--- src/rtl/apb_pkg.sv ---
// Shared types and helpers for the APB4 requester: FSM state encoding,
// access-size codes and the alignment rule.
package apb_pkg;

  typedef enum logic [1:0] {
    ST_IDLE,
    ST_SETUP,
    ST_ACCESS,
    ST_DONE
  } state_t;

  localparam logic [1:0] SIZE_B = 2'b00;
  localparam logic [1:0] SIZE_H = 2'b01;
  localparam logic [1:0] SIZE_W = 2'b10;

  // Size 2'b11 falls into the word rule, matching how the lanes treat it.
  function automatic logic is_misaligned(input logic [1:0] size, input logic [1:0] addr_lo);
    case (size)
      SIZE_B:  return 1'b0;
      SIZE_H:  return addr_lo[0];
      default: return addr_lo != 2'b00;
    endcase
  endfunction

endpackage

--- src/rtl/apb_lane_align.sv ---
// Byte-lane steering: write strobes and replicated write data for stores,
// shift-and-mask of the read word for loads.
module apb_lane_align
  import apb_pkg::*;
(
  input  logic [1:0]  size,
  input  logic [1:0]  addr_lo,
  input  logic [31:0] wdata,
  input  logic [31:0] prdata,
  output logic [3:0]  strb,
  output logic [31:0] lane_wdata,
  output logic [31:0] rdata
);

  logic [31:0] shifted;

  // NOTE: every signal driven here gets a value before the case, so no path leaves it unassigned and no latch is inferred.
  always_comb begin
    shifted    = prdata >> {addr_lo, 3'b000};
    strb       = 4'b1111;
    lane_wdata = wdata;
    rdata      = shifted;
    case (size)
      SIZE_B: begin
        strb       = 4'b0001 << addr_lo;
        lane_wdata = {4{wdata[7:0]}};
        rdata      = {24'h0, shifted[7:0]};
      end
      SIZE_H: begin
        strb       = 4'b0011 << addr_lo;
        lane_wdata = {2{wdata[15:0]}};
        rdata      = {16'h0, shifted[15:0]};
      end
      default: ;
    endcase
  end

endmodule

--- src/rtl/apb_master.sv ---
// APB4 requester for single load/store requests with registered outputs.
// Optional ACCESS-phase timeout enabled by defining APB_TIMEOUT_EN.
module apb_master
  import apb_pkg::*;
#(
  parameter int TIMEOUT_CYCLES = 255
) (
  input  logic        clk,
  input  logic        rst_n,
  input  logic        req,
  input  logic        req_write,
  input  logic [1:0]  req_size,
  input  logic [31:0] req_addr,
  input  logic [31:0] req_wdata,
  output logic        busy,
  output logic        rsp_valid,
  output logic [31:0] rsp_rdata,
  output logic        rsp_err,
  output logic [31:0] PADDR,
  output logic        PSEL,
  output logic        PENABLE,
  output logic        PWRITE,
  output logic [31:0] PWDATA,
  output logic [3:0]  PSTRB,
  input  logic [31:0] PRDATA,
  input  logic        PREADY,
  input  logic        PSLVERR
);

  state_t      state_q, state_d;
  logic [1:0]  size_q, addr_lo_q;
  logic        write_q;
  logic        tmo_expire;
  logic        accept;
  logic [1:0]  sel_size, sel_lo;
  logic [3:0]  lane_strb;
  logic [31:0] lane_wdata, lane_rdata;

  logic        psel_d, penable_d, pwrite_d, rsp_valid_d, rsp_err_d;
  logic [31:0] paddr_d, pwdata_d, rsp_rdata_d;
  logic [3:0]  pstrb_d;

  // Lanes use the live request in IDLE (to register PWDATA/PSTRB for SETUP)
  // and the latched request afterwards (to align PRDATA).
  assign sel_size = (state_q == ST_IDLE) ? req_size       : size_q;
  assign sel_lo   = (state_q == ST_IDLE) ? req_addr[1:0]  : addr_lo_q;

  apb_lane_align u_lane (
    .size       (sel_size),
    .addr_lo    (sel_lo),
    .wdata      (req_wdata),
    .prdata     (PRDATA),
    .strb       (lane_strb),
    .lane_wdata (lane_wdata),
    .rdata      (lane_rdata)
  );

`ifdef APB_TIMEOUT_EN
  localparam int TMO_RAW = $clog2(TIMEOUT_CYCLES + 1);
  localparam int TMO_W   = (TMO_RAW < 8) ? 8 : ((TMO_RAW > 16) ? 16 : TMO_RAW);
  logic [TMO_W-1:0] tmo_q;

  always_ff @(posedge clk or negedge rst_n) begin
    if (!rst_n)
      tmo_q <= '0;
    else if (state_q == ST_SETUP)
      tmo_q <= TMO_W'(TIMEOUT_CYCLES);
    else if (state_q == ST_ACCESS && !PREADY && tmo_q != '0)
      tmo_q <= tmo_q - 1'b1;
  end

  // Expiry is the ACCESS cycle whose decrement would reach zero.
  assign tmo_expire = (state_q == ST_ACCESS) && !PREADY && (tmo_q <= TMO_W'(1));
`else
  assign tmo_expire = 1'b0;
`endif

  // NOTE: sequential state uses non-blocking assignments so every flop samples pre-edge values.
  always_ff @(posedge clk or negedge rst_n) begin
    if (!rst_n) state_q <= ST_IDLE;
    else        state_q <= state_d;
  end

  always_comb begin
    state_d = state_q;
    case (state_q)
      ST_IDLE:   if (req) state_d = is_misaligned(req_size, req_addr[1:0]) ? ST_DONE : ST_SETUP;
      ST_SETUP:  state_d = ST_ACCESS;
      ST_ACCESS: if (PREADY || tmo_expire) state_d = ST_DONE;
      ST_DONE:   state_d = ST_IDLE;
      default:   state_d = ST_IDLE;
    endcase
  end

  // Next values of the registered outputs, derived from the next state.
  always_comb begin
    accept      = (state_q == ST_IDLE) && (state_d == ST_SETUP);
    psel_d      = (state_d == ST_SETUP) || (state_d == ST_ACCESS);
    penable_d   = (state_d == ST_ACCESS);
    rsp_valid_d = (state_d == ST_DONE);
    paddr_d     = '0;
    pwrite_d    = 1'b0;
    pwdata_d    = '0;
    pstrb_d     = '0;
    if (accept) begin
      paddr_d  = {req_addr[31:2], 2'b00};
      pwrite_d = req_write;
      if (req_write) begin
        pwdata_d = lane_wdata;
        pstrb_d  = lane_strb;
      end
    end else if (psel_d) begin
      paddr_d  = PADDR;
      pwrite_d = PWRITE;
      pwdata_d = PWDATA;
      pstrb_d  = PSTRB;
    end
    rsp_err_d   = 1'b0;
    rsp_rdata_d = '0;
    case (state_q)
      ST_IDLE:   rsp_err_d = req && is_misaligned(req_size, req_addr[1:0]);
      ST_ACCESS: begin
        if (PREADY) begin
          rsp_err_d = PSLVERR;
          if (!PSLVERR && !write_q) rsp_rdata_d = lane_rdata;
        end else begin
          rsp_err_d = tmo_expire;
        end
      end
      default: ;
    endcase
  end

  always_ff @(posedge clk or negedge rst_n) begin
    if (!rst_n) begin
      size_q    <= SIZE_B;
      addr_lo_q <= 2'b00;
      write_q   <= 1'b0;
      PSEL      <= 1'b0;
      PENABLE   <= 1'b0;
      PWRITE    <= 1'b0;
      PADDR     <= '0;
      PWDATA    <= '0;
      PSTRB     <= '0;
      rsp_valid <= 1'b0;
      rsp_err   <= 1'b0;
      rsp_rdata <= '0;
    end else begin
      if (accept) begin
        size_q    <= req_size;
        addr_lo_q <= req_addr[1:0];
        write_q   <= req_write;
      end
      PSEL      <= psel_d;
      PENABLE   <= penable_d;
      PWRITE    <= pwrite_d;
      PADDR     <= paddr_d;
      PWDATA    <= pwdata_d;
      PSTRB     <= pstrb_d;
      rsp_valid <= rsp_valid_d;
      rsp_err   <= rsp_err_d;
      rsp_rdata <= rsp_rdata_d;
    end
  end

  assign busy = (state_q != ST_IDLE);

endmodule

--- config.mk ---
export PLATFORM = sky130hd
export DESIGN_NAME = apb_master
export DESIGN_NICKNAME = d
export VERILOG_FILES = /design/src/rtl/apb_pkg.sv /design/src/rtl/apb_lane_align.sv /design/src/rtl/apb_master.sv
export SDC_FILE = /design/constraint.sdc
export NUM_CORES = 1
export LEC_CHECK = 0
export BUFFER_PORTS_ARGS = -buffer_cell sky130_fd_sc_hd__buf_2
export CAP_MARGIN = 20
export CORE_UTILIZATION = 51
export CTS_CLUSTER_DIAMETER = 120
export CTS_CLUSTER_SIZE = 40
export DETAILED_ROUTE_END_ITERATION = 10
export PLACE_DENSITY = 0.85
export SETUP_SLACK_MARGIN = 0.05
export SYNTH_ARGS = -nofsm -noshare
export SYNTH_HDL_FRONTEND = slang
export SYNTH_SLANG_ARGS = --single-unit
--- constraint.sdc ---
create_clock -name clk -period 4.61 [get_ports clk]
set_input_delay 0.461 -clock clk [delete_from_list [all_inputs] [get_ports clk]]
set_output_delay 0.461 -clock clk [all_outputs]
set_load 0.1 [all_outputs]
==> run_results.csv, run 1 <==
group,metric,value,unit
route,vias,4081,
synthesis,yosysWarningCount,0,
finish,drive_gt1_frac,0.401,
sta,setup_viol,0,
critical_path,reg2regPathDepth,11,
critical_path,rr_endpoint,"PWDATA[19]",
power_and_ir_drop,powerDensity,795,nW/um^2
finish,layout.nets,718,
route,drc,0,
sta,post-route-period-util,0.734,
clock_network,numCtsBuffers,9,
placement,placedCellCount,709,
synthesis,async_reset_ff_frac,1.00,
sta,fmax,296,MHz
floorplan,start_util,0.523,
power_and_ir_drop,switching_share,0.571,
critical_path,worstPathRequired,4.88,ns
sta,slew-limit-headroom,0.305,
clock_network,cts_tree,"done",
sta,finalClockSkew,0.0138,ns
power_and_ir_drop,power.switching,2.75,mW
global_route,grt-ovfl-total,0,
synthesis,syn_area,4810,um^2
job,max_cap_violations,0,
route,drtIter0Drc,175,
finish,area_delta_synth_final,25.9,%
hold_path,hp-class,"primary input to async pin",
placement,portBuffers,207,
synthesis,postSynthCellCount,413,
floorplan,die_h,99.1,um
sta,layout_min_cycle_time,3.38,ns
placement,dpl.hpwl,9010,um
global_route,grt_pass1_vias,3893,
synthesis,synthDistinctLibCells,44,
critical_path,start_kind,"register",
finish,final_cells,725,
route,dr.pass1.iters,4,
clock_network,htreeDepth,3,
sta,drv_slew,0,
power_and_ir_drop,intPower,2.06,mW
synthesis,synth_ff_type,"dfrtp_1",
critical_path,critPathKind,"register to register",
critical_path,r2r-start,"state_q[0]",
critical_path,critPathCaptureType,"register",
critical_path,worst-path-max-fanout,37,
power_and_ir_drop,leakagePower,3.41,nW
floorplan,die_x,99.1,um
route,detail_route.vias_per_cell,5.63,
sta,timing.hold.ws,0.183,ns
floorplan,pin_count,210,
sta,fin_tns_setup,0,ns
global_route,grt_max_degree,71,
critical_path,r2r_setup_slack,1.23,ns
clock_network,hold_buffers,0,
route,post_drt_wl_per_cell,17.3,um
power_and_ir_drop,peakVddDrop,641,uV
clock_network,cts.path.max_buffers,2,
synthesis,syn_avg_cell_area,11.6,um^2
global_route,grt_usage,0.254,
outcome,outcome,"finished clean",
placement,place_area,5840,um^2
critical_path,crit_arrival,3.65,ns
clock_network,clock_sinks,110,
synthesis,synth_edf_count,0,
critical_path,setup.worst_path.start,"state_q[0]",
floorplan,core,9200,um^2
clock_network,cts-root-buf,"clkbuf_8",
global_route,grt_pass1_wl,19400,um
route,postRouteAntennaNets,0,
power_and_ir_drop,p_comb_frac,0.604,
sta,hold_viol_final,0,
finish,final_area,6050,um^2
power_and_ir_drop,power_frac_clock,0.127,
sta,worst_slew_pin_slew,1.02,ns
clock_network,cts_setup_buffers,0,
finish,final_common_cell,"buf_2",
global_route,antenna_found_initial,0,
clock_network,clk_pin_slew,0.11,ns
synthesis,synth-seq-cells,110,
finish,n_antenna_cell,0,
route,wl,12500,um
finish,final_cell_mix,"buf_2 (206), dfrtp_1 (110), nand2_1 (42)",
floorplan,die_area,9830,um^2
synthesis,seq_area_frac_synth,0.572,
power_and_ir_drop,seqPwrFrac,0.269,
sta,rsz0062_at_grt,"false",
floorplan,rows,35,
placement,gp_congestion,0.816,
clock_network,cts_resized,0,
clock_network,insertion_delay,0.38,ns
[kinds of logic (layout without fill, tap and decap cells)]
family / after synthesis / count (layout) / synth area share
AO/OA/AOI/OAI: 132 / 132 / 0.192
buffers and inverters: 44 / 244 / 0.0536
adder cells (fa/ha/maj): 5 / 5 / 0.0130
multiplexers: 39 / 39 / 0.0882
flip-flops: 110 / 110 / 0.572
other: 1 / 2 / 0.000779
AND/OR/NAND/NOR: 82 / 82 / 0.0801
[cell type report]
type / instances / area [um^2]
clock inverters: 7 / 91.3
inverters: 17 / 63.8
fillers: 714 / 3140
repair buffers: 211 / 1070
clock buffers: 9 / 124
multi-input cells: 260 / 1820
flip-flops and latches: 110 / 2750
well taps: 111 / 139
[layer usage]
layer,global-route usage,routed length [um],up-vias
li1,-,-,1859
met3,0.0471,793,22
met4,0.0792,243,0
met5,0,0,-
met2,0.430,6250,188
met1,0.335,5220,2012
[synth_stat cells (all sizes together), types with 4 or more instances]
| library cell | number | area, um^2 |
|---|---|---|
| dfrtp | 110 | 2750 |
| nand2 | 43 | 164 |
| a22o | 41 | 359 |
| mux2i | 35 | 375 |
| o21ai | 34 | 174 |
| a21oi | 26 | 141 |
| buf | 22 | 175 |
| nor2 | 20 | 82.6 |
| inv | 17 | 63.8 |
| o22ai | 16 | 100 |
| and2 | 9 | 56.3 |
| o221ai | 8 | 70.1 |
| clkbuf | 5 | 18.8 |
| ha | 5 | 62.6 |
| mux2 | 4 | 48.8 |
[how the worst max path moves through the flow]
stage / cells past startpoint / slack (ns) / endpoint
global placement: 9 / 1.48 / PWDATA[6]
CTS: 11 / 1.27 / PWDATA[19]
finish: 11 / 1.23 / PWDATA[19]
detailed placement: 11 / 1.30 / PWDATA[19]
floorplan: 16 / 2.15 / PWDATA[20]
global route: 11 / 0.99 / PWDATA[19]
[registers in the layout, summed over array words and instances (netlist names)]
register	count
state_q	2
rsp_valid	1
PWRITE	1
PENABLE	1
PSTRB	4
rsp_err	1
addr_lo_q	2
PWDATA	32
PADDR	30
size_q	2
PSEL	1
write_q	1
rsp_rdata	32
[power groups by stage]
stage          registers (mW)  logic [mW]  clock network (mW)
6_report                 1.29        2.91               0.612
5_1_grt                  1.32        3.06               0.664
4_1_cts                  1.29        2.91               0.628
3_5_place_dp             1.31        2.91                   0
3_3_place_gp             1.31        2.85                   0
2_1_floorplan            2.49        1.29                   0
[worst max-delay path, cell delays in order, from the launching register on]
cell	delay, ns
dfrtp_1	0.40
inv_1	0.09
ha_1	0.34
buf_4	0.33
nor2b_1	0.08
a211o_1	0.33
inv_1	0.07
ha_1	0.17
and2_1	0.22
buf_4	0.40
nand2_1	0.47
o21ai_0	0.37
[per-stage QoR]
stage	total power [mW]	setup WS, ns	util
detailed placement	4.22	1.30	0.635
CTS	4.83	1.27	0.658
finish	4.82	1.23	0.658
global placement	4.16	1.48	0.635
floorplan	3.77	2.15	-
global route	5.04	0.986	0.658
(Power assumes the default switching activity.)
==> run 2, diff against run 1 <==
Settings changed: CORE_UTILIZATION 51 to 43, PLACE_DENSITY 0.85 to 0.76.
Clock period 4.61 ns to 2.85 ns, I/O delays scaled along.
==> run_results.csv, run 2 (same netlist as run 1, synthesis figures left out) <==
group,metric,value,unit
power_and_ir_drop,powerDensity,1280,nW/um^2
clock_network,cts_tree,"done",
floorplan,die_h,108,um
route,detail_route.vias_per_cell,5.32,
power_and_ir_drop,peakVddDrop,812,uV
finish,utilization,0.565,
critical_path,worst-path-max-fanout,30,
route,postRouteAntennaNets,0,
job,max_cap_violations,0,
route,dr.pass1.iters,4,
power_and_ir_drop,power.switching,4.44,mW
sta,drv_slew,0,
finish,final_cell_mix,"buf_2 (206), dfrtp_1 (110), nand2_1 (41), a22o_1 (41), mux2i_1 (32)",
outcome,outcome,"finished clean",
floorplan,die_x,108,um
clock_network,clock_sinks,110,
route,post_drt_wl_per_cell,16.9,um
route,wl,12900,um
critical_path,crit_arrival,2.85,ns
placement,gp_congestion,0.852,
power_and_ir_drop,p_comb_frac,0.611,
floorplan,core,10900,um^2
clock_network,numCtsBuffers,9,
finish,layout.nets,725,
global_route,grt_usage,0.224,
sta,worst_slew_pin_slew,0.625,ns
sta,slew-limit-headroom,0.582,
global_route,grt_pass1_wl,20100,um
critical_path,crit_chain,"inv_1 > ha_1 > nand2_1 > a21oi_1 > a211o_1 > inv_1 > ha_1 > and2_1 > nor2_4 > buf_4 > nand2_1 > o21ai_0",
critical_path,critPathKind,"register to register",
power_and_ir_drop,leakagePower,3.44,nW
clock_network,cts.path.max_buffers,2,
critical_path,worstPathRequired,3.14,ns
placement,dpl.hpwl,9420,um
floorplan,start_util,0.442,
floorplan,rows,38,
power_and_ir_drop,switching_share,0.564,
sta,fin_tns_setup,0,ns
sta,hold_viol_final,0,
global_route,antenna_found_initial,0,
global_route,grt_pass1_vias,3983,
critical_path,cp_slowest_cell,"dfrtp_1",
clock_network,cts_setup_buffers,0,
clock_network,htreeDepth,3,
hold_path,hp-class,"primary input to register",
finish,largest_registers,"PWDATA: 32 flops, rsp_rdata: 32 flops, PADDR: 30 flops",
power_and_ir_drop,intPower,3.43,mW
route,vias,4049,
global_route,grt-ovfl-total,0,
sta,fmax,390,MHz
placement,portBuffers,207,
finish,drive_gt1_frac,0.406,
sta,post-route-period-util,0.899,
route,drc,0,
critical_path,critical_path_buf_inv_count,3,
floorplan,die_area,11600,um^2
sta,rsz0062_at_grt,"false",
sta,setup_viol,0,
critical_path,max_stage_delay,0.41,ns
finish,area_delta_synth_final,27.8,%
clock_network,cts-root-buf,"clkbuf_8",
power_and_ir_drop,power_frac_clock,0.122,
clock_network,clk_pin_slew,0.11,ns
power_and_ir_drop,seqPwrFrac,0.267,
finish,nFillCells,963,
critical_path,start_kind,"register",
finish,final_common_cell,"buf_2",
sta,layout_min_cycle_time,2.56,ns
global_route,grt_max_degree,53,
critical_path,critPathCaptureType,"register",
floorplan,pin_count,210,
sta,timing.hold.ws,0.117,ns
clock_network,insertion_delay,0.38,ns
critical_path,path_delay_family,"simple AND/OR/NAND/NOR gates",
finish,n_antenna_cell,0,
sta,finalClockSkew,0.0125,ns
route,drtIter0Drc,207,
-- run 2: final cells by class --
class	count	area, um^2	share of cell area
sequential	110	2750	0.448
multi-input combinational	260	1820	0.296
timing repair buffer	218	1140	0.185
tap	140	175	0.0285
clock buffer	11	141	0.0230
inverter	17	63.8	0.0104
clock inverter	5	58.8	0.00956
-- run 2: metal layers --
layer  vias to the layer above  track usage  wire [um]
li1                       1875            -          -
met4                         0       0.0773        264
met5                         -            0          0
met1                      1969        0.285       5350
met3                        20       0.0472        856
met2                       185        0.378       6390
-- run 2: through the flow --
step | instances | setup slack, ns | instance area (um^2) | power (mW)
finish | 761 | 0.287 | 6150 | 7.87
global route | 761 | 0.0653 | 6150 | 8.26
CTS | 761 | 0.130 | 6140 | 7.89
detailed placement | 744 | 0.170 | 5930 | 6.93
global placement | 744 | 0.357 | 5930 | 6.84
floorplan | 414 | 0.390 | 4810 | 6.11
-- run 2: final timing paths --
kind                               from            end  slack, ns  cells past startpoint
hold / removal             req_addr[13]      PADDR[13]       0.12                      2
hold reg to reg                  PWRITE         PWRITE       0.48                      2
setup reg to reg             state_q[0]     PWDATA[30]       0.29                     12
min in group asynchronous         rst_n  rsp_rdata[21]       0.35                      2
max in group asynchronous         rst_n       PADDR[2]       1.74                      3
setup / recovery             state_q[0]     PWDATA[30]       0.29                     12
-- run 2: timing repair --
action,in CTS,in global routing
gates resized for setup,0,2
setup endpoints to repair,0,16
hold endpoints to repair,25,0
hold buffers,1,0
-- run 2: power groups by stage --
| stage | combinational, mW | clock, mW | sequential, mW |
|---|---|---|---|
| after global placement | 4.73 | 0 | 2.11 |
| after detailed placement | 4.81 | 0 | 2.12 |
| after floorplan | 2.08 | 0 | 4.02 |
| final | 4.81 | 0.958 | 2.10 |
| after CTS | 4.82 | 0.980 | 2.10 |
| after global routing | 5.07 | 1.05 | 2.14 |
